$ cat src/rtl/float_res_mem_if.sv
// Harness-facing bundle of float_res_mem: run control, product input, result read port and status.
// master = test harness / multiplier side, slave = float_res_mem.
interface float_res_mem_if #(
  parameter int AW = 3
);
  logic          start;
  logic          res_valid;
  logic [31:0]   res_data;
  logic [AW-1:0] rd_addr;
  logic          inc_ptr;
  logic          op_valid;
  logic [31:0]   rd_data;
  logic [AW:0]   res_cnt;
  logic          busy;
  logic          done;
  logic          timeout;
  logic          stray;

  modport master (
    output start, res_valid, res_data, rd_addr,
    input  inc_ptr, op_valid, rd_data, res_cnt, busy, done, timeout, stray
  );

  modport slave (
    input  start, res_valid, res_data, rd_addr,
    output inc_ptr, op_valid, rd_data, res_cnt, busy, done, timeout, stray
  );
endinterface

$ cat src/rtl/float_res_mem.sv
// float_res_mem: paces the operand store, captures FP products into an indexed RAM and flags
// completion/timeout/stray results. Define FLOAT_RES_CHK_EN to add the expected-product checker.
module float_res_mem #(
  parameter int DEPTH      = 8,
  parameter int AW         = 3,
  parameter int SETTLE_CYC = 2,
  parameter int TIMEOUT    = 64
) (
  input  logic           clk,
  input  logic           reset,
  float_res_mem_if.slave bus
`ifdef FLOAT_RES_CHK_EN
  ,
  input  logic           exp_we,
  input  logic [AW-1:0]  exp_addr,
  input  logic [31:0]    exp_data,
  output logic [AW:0]    mism_cnt,
  output logic           mism
`endif
);
  localparam int TW = (TIMEOUT > 1) ? $clog2(TIMEOUT) : 1;
  localparam int SW = (SETTLE_CYC > 0) ? $clog2(SETTLE_CYC + 1) : 1;
  localparam logic [AW:0]   CNT_MAX  = (AW+1)'(DEPTH);
  localparam logic [AW-1:0] IDX_LAST = AW'(DEPTH - 1);
  localparam logic [TW-1:0] TO_LAST  = TW'(TIMEOUT - 1);
  localparam logic [SW-1:0] SETTLE_LD = SW'(SETTLE_CYC);

  typedef enum logic [2:0] {
    S_IDLE   = 3'd0,
    S_SETTLE = 3'd1,
    S_ISSUE  = 3'd2,
    S_WAIT   = 3'd3,
    S_DONE   = 3'd4
  } state_e;

  state_e        state_q, state_d;
  logic [AW-1:0] idx_q, idx_d;
  logic [SW-1:0] settle_q, settle_d;
  logic [TW-1:0] to_q, to_d;
  logic [AW:0]   cnt_q, cnt_d;
  logic          timeout_q, timeout_d;
  logic          stray_q, stray_d;
  logic          inc_ptr_q, op_valid_q, busy_q, done_q;
  logic [31:0]   rd_data_q;
  logic          capture_s, start_s;
  logic [31:0]   mem [DEPTH];

  always_comb begin
    state_d   = state_q;
    idx_d     = idx_q;
    settle_d  = settle_q;
    to_d      = to_q;
    cnt_d     = cnt_q;
    timeout_d = timeout_q;
    stray_d   = stray_q;
    capture_s = 1'b0;
    start_s   = 1'b0;
    case (state_q)
      S_IDLE, S_DONE: begin
        if (bus.start) begin
          start_s   = 1'b1;
          state_d   = S_SETTLE;
          settle_d  = SETTLE_LD;
          idx_d     = '0;
          cnt_d     = '0;
          timeout_d = 1'b0;
          stray_d   = 1'b0;
        end else begin
          state_d = state_q;
        end
      end
      // SETTLE lasts SETTLE_CYC cycles (at least one) before the operand pair is announced.
      S_SETTLE: begin
        if (settle_q <= SW'(1)) begin
          settle_d = '0;
          state_d  = S_ISSUE;
        end else begin
          settle_d = settle_q - SW'(1);
        end
      end
      S_ISSUE: begin
        to_d    = '0;
        state_d = S_WAIT;
      end
      // A product arriving on the last timeout count still wins over the abort.
      S_WAIT: begin
        if (bus.res_valid) begin
          capture_s = 1'b1;
          cnt_d     = (cnt_q == CNT_MAX) ? cnt_q : cnt_q + (AW+1)'(1);
          if (idx_q == IDX_LAST) begin
            state_d = S_DONE;
          end else begin
            idx_d    = idx_q + AW'(1);
            settle_d = SETTLE_LD;
            state_d  = S_SETTLE;
          end
        end else if (to_q == TO_LAST) begin
          timeout_d = 1'b1;
          state_d   = S_DONE;
        end else begin
          to_d = to_q + TW'(1);
        end
      end
      default: begin
        state_d = S_IDLE;
      end
    endcase
    if (bus.res_valid && (state_q != S_WAIT)) begin
      stray_d = 1'b1;
    end else begin
      stray_d = stray_d;
    end
  end

  always_ff @(posedge clk) begin
    if (reset) begin
      state_q    <= S_IDLE;
      idx_q      <= '0;
      settle_q   <= '0;
      to_q       <= '0;
      cnt_q      <= '0;
      timeout_q  <= 1'b0;
      stray_q    <= 1'b0;
      inc_ptr_q  <= 1'b0;
      op_valid_q <= 1'b0;
      busy_q     <= 1'b0;
      done_q     <= 1'b0;
    end else begin
      state_q    <= state_d;
      idx_q      <= idx_d;
      settle_q   <= settle_d;
      to_q       <= to_d;
      cnt_q      <= cnt_d;
      timeout_q  <= timeout_d;
      stray_q    <= stray_d;
      inc_ptr_q  <= capture_s;
      op_valid_q <= (state_d == S_ISSUE);
      busy_q     <= (state_d == S_SETTLE) || (state_d == S_ISSUE) || (state_d == S_WAIT);
      done_q     <= (state_d == S_DONE);
    end
  end

  // Result RAM has no reset; a capture in the reset cycle is dropped with the rest of the run.
  always_ff @(posedge clk) begin
    if (capture_s && !reset) begin
      mem[idx_q] <= bus.res_data;
    end
  end

  always_ff @(posedge clk) begin
    if (reset) begin
      rd_data_q <= '0;
    end else begin
      rd_data_q <= mem[bus.rd_addr];
    end
  end

  assign bus.inc_ptr  = inc_ptr_q;
  assign bus.op_valid = op_valid_q;
  assign bus.rd_data  = rd_data_q;
  assign bus.res_cnt  = cnt_q;
  assign bus.busy     = busy_q;
  assign bus.done     = done_q;
  assign bus.timeout  = timeout_q;
  assign bus.stray    = stray_q;

`ifdef FLOAT_RES_CHK_EN
  logic [31:0] exp_mem [DEPTH];
  logic [AW:0] mism_cnt_q, mism_cnt_d;
  logic        mism_q, mism_d;

  always_ff @(posedge clk) begin
    if (exp_we) begin
      exp_mem[exp_addr] <= exp_data;
    end
  end

  always_comb begin
    mism_cnt_d = mism_cnt_q;
    mism_d     = mism_q;
    if (start_s) begin
      mism_cnt_d = '0;
      mism_d     = 1'b0;
    end else if (capture_s && (bus.res_data != exp_mem[idx_q])) begin
      mism_cnt_d = (mism_cnt_q == CNT_MAX) ? mism_cnt_q : mism_cnt_q + (AW+1)'(1);
      mism_d     = 1'b1;
    end else begin
      mism_cnt_d = mism_cnt_q;
    end
  end

  always_ff @(posedge clk) begin
    if (reset) begin
      mism_cnt_q <= '0;
      mism_q     <= 1'b0;
    end else begin
      mism_cnt_q <= mism_cnt_d;
      mism_q     <= mism_d;
    end
  end

  assign mism_cnt = mism_cnt_q;
  assign mism     = mism_q;
`endif
endmodule

$ cat src/flat_wrapper.sv
// flat-port wrapper written by rule: the top's interface ports become plain ports
module float_res_mem_flat 
#(
  parameter int DEPTH      = 8,
  parameter int AW         = 3,
  parameter int SETTLE_CYC = 2,
  parameter int TIMEOUT    = 64
)
  (clk, reset, bus_start, bus_res_valid, bus_res_data, bus_rd_addr, bus_inc_ptr, bus_op_valid, bus_rd_data, bus_res_cnt, bus_busy, bus_done, bus_timeout, bus_stray);
  float_res_mem_if #(.AW(AW)) bus_i ();
  input  logic clk;
  input  logic reset;
  input wire logic [$bits(bus_i.start)-1:0] bus_start;
  input wire logic [$bits(bus_i.res_valid)-1:0] bus_res_valid;
  input wire logic [$bits(bus_i.res_data)-1:0] bus_res_data;
  input wire logic [$bits(bus_i.rd_addr)-1:0] bus_rd_addr;
  output wire logic [$bits(bus_i.inc_ptr)-1:0] bus_inc_ptr;
  output wire logic [$bits(bus_i.op_valid)-1:0] bus_op_valid;
  output wire logic [$bits(bus_i.rd_data)-1:0] bus_rd_data;
  output wire logic [$bits(bus_i.res_cnt)-1:0] bus_res_cnt;
  output wire logic [$bits(bus_i.busy)-1:0] bus_busy;
  output wire logic [$bits(bus_i.done)-1:0] bus_done;
  output wire logic [$bits(bus_i.timeout)-1:0] bus_timeout;
  output wire logic [$bits(bus_i.stray)-1:0] bus_stray;
  assign bus_i.start = bus_start;
  assign bus_i.res_valid = bus_res_valid;
  assign bus_i.res_data = bus_res_data;
  assign bus_i.rd_addr = bus_rd_addr;
  assign bus_inc_ptr = bus_i.inc_ptr;
  assign bus_op_valid = bus_i.op_valid;
  assign bus_rd_data = bus_i.rd_data;
  assign bus_res_cnt = bus_i.res_cnt;
  assign bus_busy = bus_i.busy;
  assign bus_done = bus_i.done;
  assign bus_timeout = bus_i.timeout;
  assign bus_stray = bus_i.stray;
  float_res_mem #(.DEPTH(DEPTH), .AW(AW), .SETTLE_CYC(SETTLE_CYC), .TIMEOUT(TIMEOUT)) u_core (.clk(clk), .reset(reset), .bus(bus_i));
endmodule
$ cat config.mk
export PLATFORM = sky130hd
export DESIGN_NAME = float_res_mem_flat
export DESIGN_NICKNAME = d
export VERILOG_FILES = /design/src/rtl/float_res_mem_if.sv /design/src/rtl/float_res_mem.sv /design/src/flat_wrapper.sv
export SDC_FILE = /design/constraint.sdc
export NUM_CORES = 1
export LEC_CHECK = 0
export BUFFER_PORTS_ARGS = -buffer_cell sky130_fd_sc_hd__buf_2
export CORE_MARGIN = 5
export CORE_UTILIZATION = 45
export DETAILED_ROUTE_END_ITERATION = 8
export SETUP_SLACK_MARGIN = 0.3
export SLEW_MARGIN = 20
export SYNTH_ARGS = -nofsm -noshare
export SYNTH_HDL_FRONTEND = slang
export SYNTH_SLANG_ARGS = --single-unit
$ cat constraint.sdc
create_clock -name clk -period 5 [get_ports clk]
set_input_delay 1 -clock clk [delete_from_list [all_inputs] [get_ports clk]]
set_output_delay 1 -clock clk [all_outputs]
set_load 0.02 [all_outputs]
==> impl_metrics.yaml <==
status:
  status: "finished, final reports clean"
sta:
  timing.fmax_mhz: 380
  setup_viol: 0
  hold_ws_ns: 0.477
  post-route-period-util_pct: 52.7
  slew_violations: 0
  max_slew_margin_pct: 35.8
  rsz0062_at_grt: "false"
  worst_slew_pin_slew_ns: 0.963
  hold_viol_final: 0
  layout_setup_ws_ns: 2.37
  fin_tns_setup_ns: 0
  layout_min_cycle_time_ns: 2.63
  fin_worst_skew_ns: 0.0224
global_routing:
  grt_max_degree: 65
  grt_pass1_wl_mm: 34.4
  grt_pass1_vias: 6011
  grtUsageTotal_pct: 15.3
  overflow: 0
  antenna_found_initial: 2
worst_hold_path:
  hold_class: "reg2reg"
drt:
  drc_errors: 0
  ant_nets: 0
  wl_per_cell_um: 20.9
  drt_iter0_drc: 375
  num_vias: 5569
  viasPerCell: 5.31
  routed_wl_mm: 21.9
  drt_first_pass_iters: 4
clocking:
  cts-root-buf: "clkbuf_16"
  cts_buffers: 34
  insertion_delay_ns: 0.52
  clk_pin_slew_worst_paths_ns: 0.06
  hold_buffers: 0
  cts_buffer_depth: 3
  postCtsSetupBuffers: 0
  cts.repair.resized: 0
  htree_levels: 2
  cts.sinks: 312
  cts_tree: "done"
yosys:
  ys_ff_latch: 312
  synth_area_leaders: "edfxtp_1 66%, mux4_2 12%, dfxtp_1 9.6%"
  syn_area_per_cell_um2: 20.1
  synth_top_family_by_area: "multiplexers"
  yosys.area.top_type: "edfxtp_1"
  syn_inst: 582
  synth-compound-area-share_pct: 1.85
  syn_area_um2: 11700
  synthAdderAreaFrac_pct: 0.535
  yosysUniqueCellTypes: 51
  syn-num-nets: 626
  synth_top_area_share_pct: 65.7
  synth.area.mux_share_pct: 15.3
  yosys_warnings: 0
  synth_xor_area_share_pct: 0.150
  seq_area_frac_synth_pct: 75.3
  synth_simple_gate_area_share_pct: 4.77
power:
  p_seq_share_pct: 51.3
  power.internal_w: 0.00441
  power_frac_clock_pct: 44.0
  switchingPower_w: 0.00116
  p_per_area_nw_per_um2: 408
  switching_share_pct: 20.8
  vdd_drop_max_mv: 0.226
  p_leak_nw: 4.70
  power_frac_comb_pct: 4.7
layout:
  syn_to_final_growth_pct: 16.7
  drive_gt1_share_pct: 32.0
  diodes: 0
  nFillCells: 2107
  finish.net_count: 731
floorplan:
  initial_core_util_pct: 45.3
  die_area_um2: 29300
  fp.dieH_um: 171
  die_x_um: 171
  core_um2: 25800
  fp-row-count: 59
  ios: 81
setup_path:
  cp_max_fo: 23
  end_kind: "register"
  required_ns: 5.17
  worst_ep_arrival_time_ns: 2.80
  critPathLaunchType: "input pin"
  crit_type: "in2reg"
placed_design:
  pre_cts_ws_ns: 1.82
  portBuffers: 80
  place_hpwl_mm: 12.8
  place_congestion: 0.784
run:
  max_cap_violations: 0
layout make-up:
class	count	area, µm²	share of cell area [%]
sequential	312	8810	64.5
clock buffer	43	915	6.70
clock inverter	19	214	1.57
inverter	5	18.8	0.138
tap	335	419	3.07
multi-input combinational	237	2690	19.7
timing repair buffer	97	586	4.29
stage by stage:
stage,total power (W),util (%),area (µm²),cells
CTS,0.00564,52.8,13600,1048
global route,0.00578,52.8,13600,1048
global placement,0.00317,48.2,12500,983
finish,0.00557,52.8,13600,1048
floorplan,0.00310,-,11700,582
detailed placement,0.00318,48.5,12500,986
metal layers:
layer,part of all wire (%),up-vias,global-route usage (%)
met5,0.096,-,0
met3,4.7,31,3.06
met2,50,116,25.9
met1,43,2874,20.5
li1,-,2544,-
met4,1.6,4,3.89
cells in the mapped netlist (all sizes together):
master,n
edfxtp,256
mux4,64
dfxtp,56
nor2,51
mux2i,34
buf,21
a21oi,10
nand2,8
clkbuf,7
nor3b,7
o21ai,7
nand3,6
ha,5
inv,5
nor3,5
nand3b,4
o211ai,4
or3,4
nand2b,3
a31oi,2
and2,2
nand4,2
nand4b,2
o31ai,2
or2,2
xor2,2
a211o,1
a22oi,1
a2bb2oi,1
and2b,1
and3b,1
nor2b,1
nor4,1
nor4bb,1
o21a,1
or3b,1
or4,1
sequential cells by signal, summed over array words and instances (netlist names), 2 cells and up:
name,cells
u_core.idx_q,3
u_core.state_q,3
u_core.settle_q,2
u_core.to_q,6
u_core.mem,256
u_core.bus.res_cnt,4
u_core.bus.rd_data,32
critical path, cell delays in order:
cell	delay [ns]
buf_2	0.20
nand4b_4	0.17
or3_4	0.44
nor3b_4	0.52
buf_4	0.45
path summary, 6_finish.rpt:
| kind | start | end | slack [ns] | depth (start not counted) |
|---|---|---|---|---|
| setup / recovery | bus_res_valid | u_core.mem[4][14] | 2.37 | 5 |
| hold / removal | u_core.bus.timeout | u_core.bus.timeout | 0.48 | 2 |
| setup reg to reg | u_core.state_q[0] | u_core.mem[4][14] | 2.42 | 4 |
| hold reg to reg | u_core.bus.timeout | u_core.bus.timeout | 0.48 | 2 |
placed cells by master, fill, tap and decap left out, types with 6 or more instances in the layout:
cell type  synthesis  routed
a21oi_1           10      10
mux2i_1           34      34
buf_4              0      15
clkinv_1           0       7
edfxtp_1         256     256
nor2_1            51      49
mux4_2            63      63
clkbuf_1           6       6
o21ai_0            7       7
buf_2             11      78
clkbuf_16          0      34
nand2_1            8       8
dfxtp_1           56      56
logic make-up (layout without fill, tap and decap cells):
family | after synthesis | count (layout)
simple gates | 103 | 103
buf+inv | 33 | 164
xor+xnor | 2 | 2
flops | 312 | 312
mux | 98 | 98
compound gates | 29 | 29
fa+ha+maj | 5 | 5
power groups by stage:
stage | registers [W] | logic [W] | clock network [W]
after floorplan | 0.00293 | 0.000167 | 0
after global placement | 0.00291 | 0.000264 | 0
after detailed placement | 0.00291 | 0.000269 | 0
after CTS | 0.00285 | 0.000269 | 0.00252
after global routing | 0.00286 | 0.000288 | 0.00263
final | 0.00285 | 0.000264 | 0.00245
(Power assumes the default switching activity.)
